## src/rtl/aes_key_sched_ctrl.sv

```systemverilog
// AES-128 key-schedule sequencer and 11-entry round-key store that drives aes_key_gen.
// Optional build macro AES_KEY_REUSE_EN: restarting with the already-expanded key skips re-expansion.
module aes_key_sched_ctrl #(
  parameter int NRND = 10,
  parameter int IDXW = 4
) (
  input  logic            clk,
  input  logic            nrst,
  input  logic            start_i,
  input  logic [127:0]    key_i,
  output logic            busy_o,
  output logic            done_o,
  output logic            keys_valid_o,
  output logic            kg_en_o,
  output logic            kg_gen_key_o,
  output logic            kg_next_rnd_o,
  output logic [7:0]      kg_rcon_o,
  output logic [127:0]    kg_key_o,
  input  logic [127:0]    kg_rnd_key_i,
  input  logic [IDXW-1:0] rd_idx_i,
  output logic [127:0]    rd_key_o,
  output logic [1:0]      dbg_state_o
);

  typedef enum logic [1:0] {
    IDLE   = 2'd0,
    EXPAND = 2'd1,
    FINAL  = 2'd2
  } state_t;

  localparam logic [3:0]      CNT_LAST = 4'(NRND);
  localparam logic [IDXW-1:0] IDX_LAST = IDXW'(NRND);
  localparam logic [7:0] RCON [16] = '{8'h00, 8'h01, 8'h02, 8'h04, 8'h08, 8'h10, 8'h20, 8'h40,
                                      8'h80, 8'h1b, 8'h36, 8'h00, 8'h00, 8'h00, 8'h00, 8'h00};

  // Handshake: start_i is a request honoured only on an edge where the FSM is IDLE; there is
  // no ready/ack, so a request while busy is dropped. done_o is a one-cycle completion strobe.
  state_t        state_q, state_d;
  logic [3:0]    cnt_q, cnt_d;
  logic [127:0]  key_q;
  logic          valid_q, done_q;
  logic [127:0]  store [NRND+1];
  logic          load, skip, cap_we, finish;
  logic [3:0]    cap_idx;

  always_comb begin
    state_d       = state_q;
    cnt_d         = cnt_q;
    load          = 1'b0;
    skip          = 1'b0;
    cap_we        = 1'b0;
    cap_idx       = '0;
    finish        = 1'b0;
    kg_en_o       = 1'b0;
    kg_gen_key_o  = 1'b0;
    kg_next_rnd_o = 1'b0;
    kg_rcon_o     = '0;
    case (state_q)
      IDLE: begin
        if (start_i) begin
`ifdef AES_KEY_REUSE_EN
          skip = valid_q && (key_i == key_q);
`endif
          if (!skip) begin
            load    = 1'b1;
            state_d = EXPAND;
            cnt_d   = 4'd1;
          end
        end
      end
      EXPAND: begin
        kg_en_o       = 1'b1;
        kg_gen_key_o  = 1'b1;
        kg_next_rnd_o = (cnt_q != 4'd1);
        kg_rcon_o     = RCON[cnt_q];
        // aes_key_gen registers its result, so this cycle sees the previous round's key
        cap_we        = (cnt_q != 4'd1);
        cap_idx       = cnt_q - 4'd1;
        if (cnt_q == CNT_LAST) state_d = FINAL;
        else                   cnt_d   = cnt_q + 4'd1;
      end
      FINAL: begin
        cap_we  = 1'b1;
        cap_idx = CNT_LAST;
        finish  = 1'b1;
        state_d = IDLE;
        cnt_d   = '0;
      end
      default: begin
        state_d = IDLE;
        cnt_d   = '0;
      end
    endcase
  end

  always_ff @(posedge clk or negedge nrst) begin
    if (!nrst) begin
      state_q <= IDLE;
      cnt_q   <= '0;
      key_q   <= '0;
      valid_q <= 1'b0;
      done_q  <= 1'b0;
    end else begin
      state_q <= state_d;
      cnt_q   <= cnt_d;
      done_q  <= finish | skip;
      if (load) begin
        key_q   <= key_i;
        valid_q <= 1'b0;
      end else if (finish) begin
        valid_q <= 1'b1;
      end
    end
  end

  // Store contents are only exposed once valid_q is set, so it needs no reset.
  always_ff @(posedge clk) begin
    if (load)   store[0]       <= key_i;
    if (cap_we) store[cap_idx] <= kg_rnd_key_i;
  end

  assign busy_o       = (state_q == EXPAND) || (state_q == FINAL);
  assign done_o       = done_q;
  assign keys_valid_o = valid_q;
  assign kg_key_o     = key_q;
  assign dbg_state_o  = state_q;
  assign rd_key_o     = (valid_q && (rd_idx_i <= IDX_LAST)) ? store[rd_idx_i] : '0;

endmodule

```

## config.mk

```make
export PLATFORM = sky130hd
export DESIGN_NAME = aes_key_sched_ctrl
export DESIGN_NICKNAME = d
export VERILOG_FILES = /design/src/rtl/aes_key_sched_ctrl.sv
export SDC_FILE = /design/constraint.sdc
export NUM_CORES = 2
export LEC_CHECK = 0
export CAP_MARGIN = 10
export CORE_AREA = 2 2 356 358
export DETAILED_ROUTE_END_ITERATION = 10
export DIE_AREA = 0 0 358 360
export GPL_TIMING_DRIVEN = 1
export PLACE_DENSITY_LB_ADDON = 0.05
export SYNTH_ARGS = -nofsm -noshare
export SYNTH_HDL_FRONTEND = slang
export SYNTH_SLANG_ARGS = --single-unit
```

## constraint.sdc

```tcl
create_clock -name clk -period 13.98 [get_ports clk]
set_input_delay 2.796 -clock clk [delete_from_list [all_inputs] [get_ports clk]]
set_output_delay 2.796 -clock clk [all_outputs]
set_load 0.02 [all_outputs]
```

==> results.ini <==
[synthesis]
synth_cell_type_count=50
yosysTopAreaCellShare=0.6954
synth_warnings=0
synth-edff-count=1408
async_flop_share=0.08808
synth_top_flop_cell=edfxtp_1
synthCells=3134
syn_area_sq_um=60800
ys_seq_area_frac=0.7514
ys_ff_latch=1544
synth_nets=3407
synth_area_per_cell_sq_um=19.40
synth_area_leader_cell=edfxtp_1
synth_area_leaders=edfxtp_1 (70%), mux2_2 (6.5%), dfrtp_1 (5.6%)

[final_layout]
utilization=0.5834
fillers=9247
nets=3955
fin_cells=5458
layout_common_cells=edfxtp_1 (1408), clkdlybuf4s50_1 (530), mux2_2 (352), mux2i_1 (256), a22oi_1 (256)
multi_input_area_sq_um=14250
ff_latch_area_sq_um=45680
final_common_cell=edfxtp_1
layout-drive-gt1-share=0.2065
syn_to_final_growth_pct=19.87

[timing]
whs_ns=0.5023
finalHoldViolCount=0
maxSlewViolCount=0
worstMarginPinSlew_ns=1.182
fin_worst_skew_ns=0.01576
setup_violations=0
fin_crit_ns=9.864
slew_headroom=0.2121
rsz0062_at_grt=false
setup_slack_ns=4.116
fin_crit_sh=0.7055
fmax_mhz=101.4

[cts]
htree_levels=4
cts-root-buf=clkbuf_16
cts_sinks=1544
clockBufferDepth=3
clkTransAtPathRegs_ns=0.06
clkLatencyLatePin_ns=0.74
cts_setup_buffers=0
numCtsBuffers=160
cts_resized=0
cts_tree=done
hold_buffers=0

[critical_path]
crit_fanout=79
cp-start-kind=input pin
arrival_ns=7.07
cp-end-kind=output pin
critPathKind=input pin to output pin
critPathRequiredTime_ns=11.18

[pwr]
ir_worst_vdd_uv=150.1
total_leakage_power_nw=23.87
p_per_area_nw_per_um2=173.0
p_total_mw=12.60

[global_routing]
grt_pass1_wl_um=225300
grt_pass1_vias=34600
grt_use_total=0.2377
grt_max_degree=155
overflow=0
antenna_found_initial=1

[drt]
wl_um=153300
drc=0
first_pass_iters=5
wl_per_cell_um=28.09
vias_per_cell=5.921
drtIter0Drc=2908
ant_nets=0
vias=32320

[status]
status=finished, final reports clean

[hold_path]
hold_class=flop to flop

[floorplan]
row_count=130
core_sq_um=124900
die_area_sq_um=128900
die_w_um=358
start_util=0.4867
die_h_um=360
num_io_pins=535

[placement]
gp_congestion=0.7604
pre_cts_ws_ns=4.085
io_buffers=534
hpwl_um=82090
place_inst=5170

[flow_run]
drv_cap=0

## synth_stat cells, types with 20 or more instances
library cell	n
mux4_2	129
mux2_2	352
mux2_1	32
o21ai_0	118
clkbuf_1	108
buf_1	20
dfrtp_1	136
buf_2	51
a32oi_1	116
buf_4	22
edfxtp_1	1408
a22oi_1	256
mux2i_1	256
## through the flow
stage / TNS, ns / instance area, sq um
floorplan: -608.48 / 60810
global placement: 0 / 67920
CTS: 0 / 72870
finish: 0 / 72880
detailed placement: 0 / 67920
global route: 0 / 72870
## cells by family after synthesis
kind of cell / after synthesis / share of synthesized area
AOI/OAI and AO/OA: 527 / 0.06244
buffers and inverters: 214 / 0.01648
muxes: 769 / 0.1611
DFF: 1544 / 0.7514
and+or+nand+nor: 69 / 0.006400
adders and majority gates: 10 / 0.002058
xor gates and xnor gates: 1 / 0.0001441
## final timing paths
| path | to | slack (ns) | from | cells past startpoint |
|---|---|---|---|---|
| min | kg_key_o[100]$_DFFE_PN0P_ | 0.50 | kg_key_o[100]$_DFFE_PN0P_ | 1 |
| max | rd_key_o[35] | 4.12 | rd_idx_i[1] | 8 |
| max reg2reg | store[0][35]$_DFFE_PP_ | 8.93 | cnt_q[0]$_DFFE_PN0P_ | 9 |
| min in group asynchronous | kg_key_o[15]$_DFFE_PN0P_ | 1.94 | nrst | 1 |
| min reg2reg | kg_key_o[100]$_DFFE_PN0P_ | 0.50 | kg_key_o[100]$_DFFE_PN0P_ | 1 |
| max in group asynchronous | kg_key_o[80]$_DFFE_PN0P_ | 10.82 | nrst | 2 |
## power by group
group / internal, mW / switching [mW]
clock: 2.32 / 1.70
combinational: 0.951 / 1.48
sequential: 5.97 / 0.184
total: 9.24 / 3.36
## critical path, cell delays in order
cell and delay (ns):
buf_6 0.60, buf_4 0.84, nor3b_2 0.32, buf_4 0.54
buf_4 0.65, a32oi_1 0.13, o21ai_0 0.25, clkdlybuf4s50_1 0.72
## layer usage
layer | track usage | vias up | part of all wire
li1 | - | 14060 | -
met1 | 0.3136 | 17020 | 0.41
met2 | 0.4035 | 1008 | 0.51
met3 | 0.04137 | 229 | 0.057
met4 | 0.07064 | 0 | 0.024
met5 | 0 | - | 0
## area by class of cell
class	instances	area share
Tap cell	1650	0.02833
Inverter	8	0.0004120
Clock inverter	85	0.008275
Multi-Input combinational cell	1376	0.1956
Antenna cell	2	0.00006867
Clock buffer	201	0.05964
Sequential cell	1544	0.6269
Timing Repair Buffer	592	0.08081
## registers in the layout (all words and copies together), names as in the netlist
signal and flops:
store 1408, kg_key_o 128, cnt_q 4, dbg_state_o 2, done_o 1, keys_valid_o 1
(Power assumes the default switching activity.)
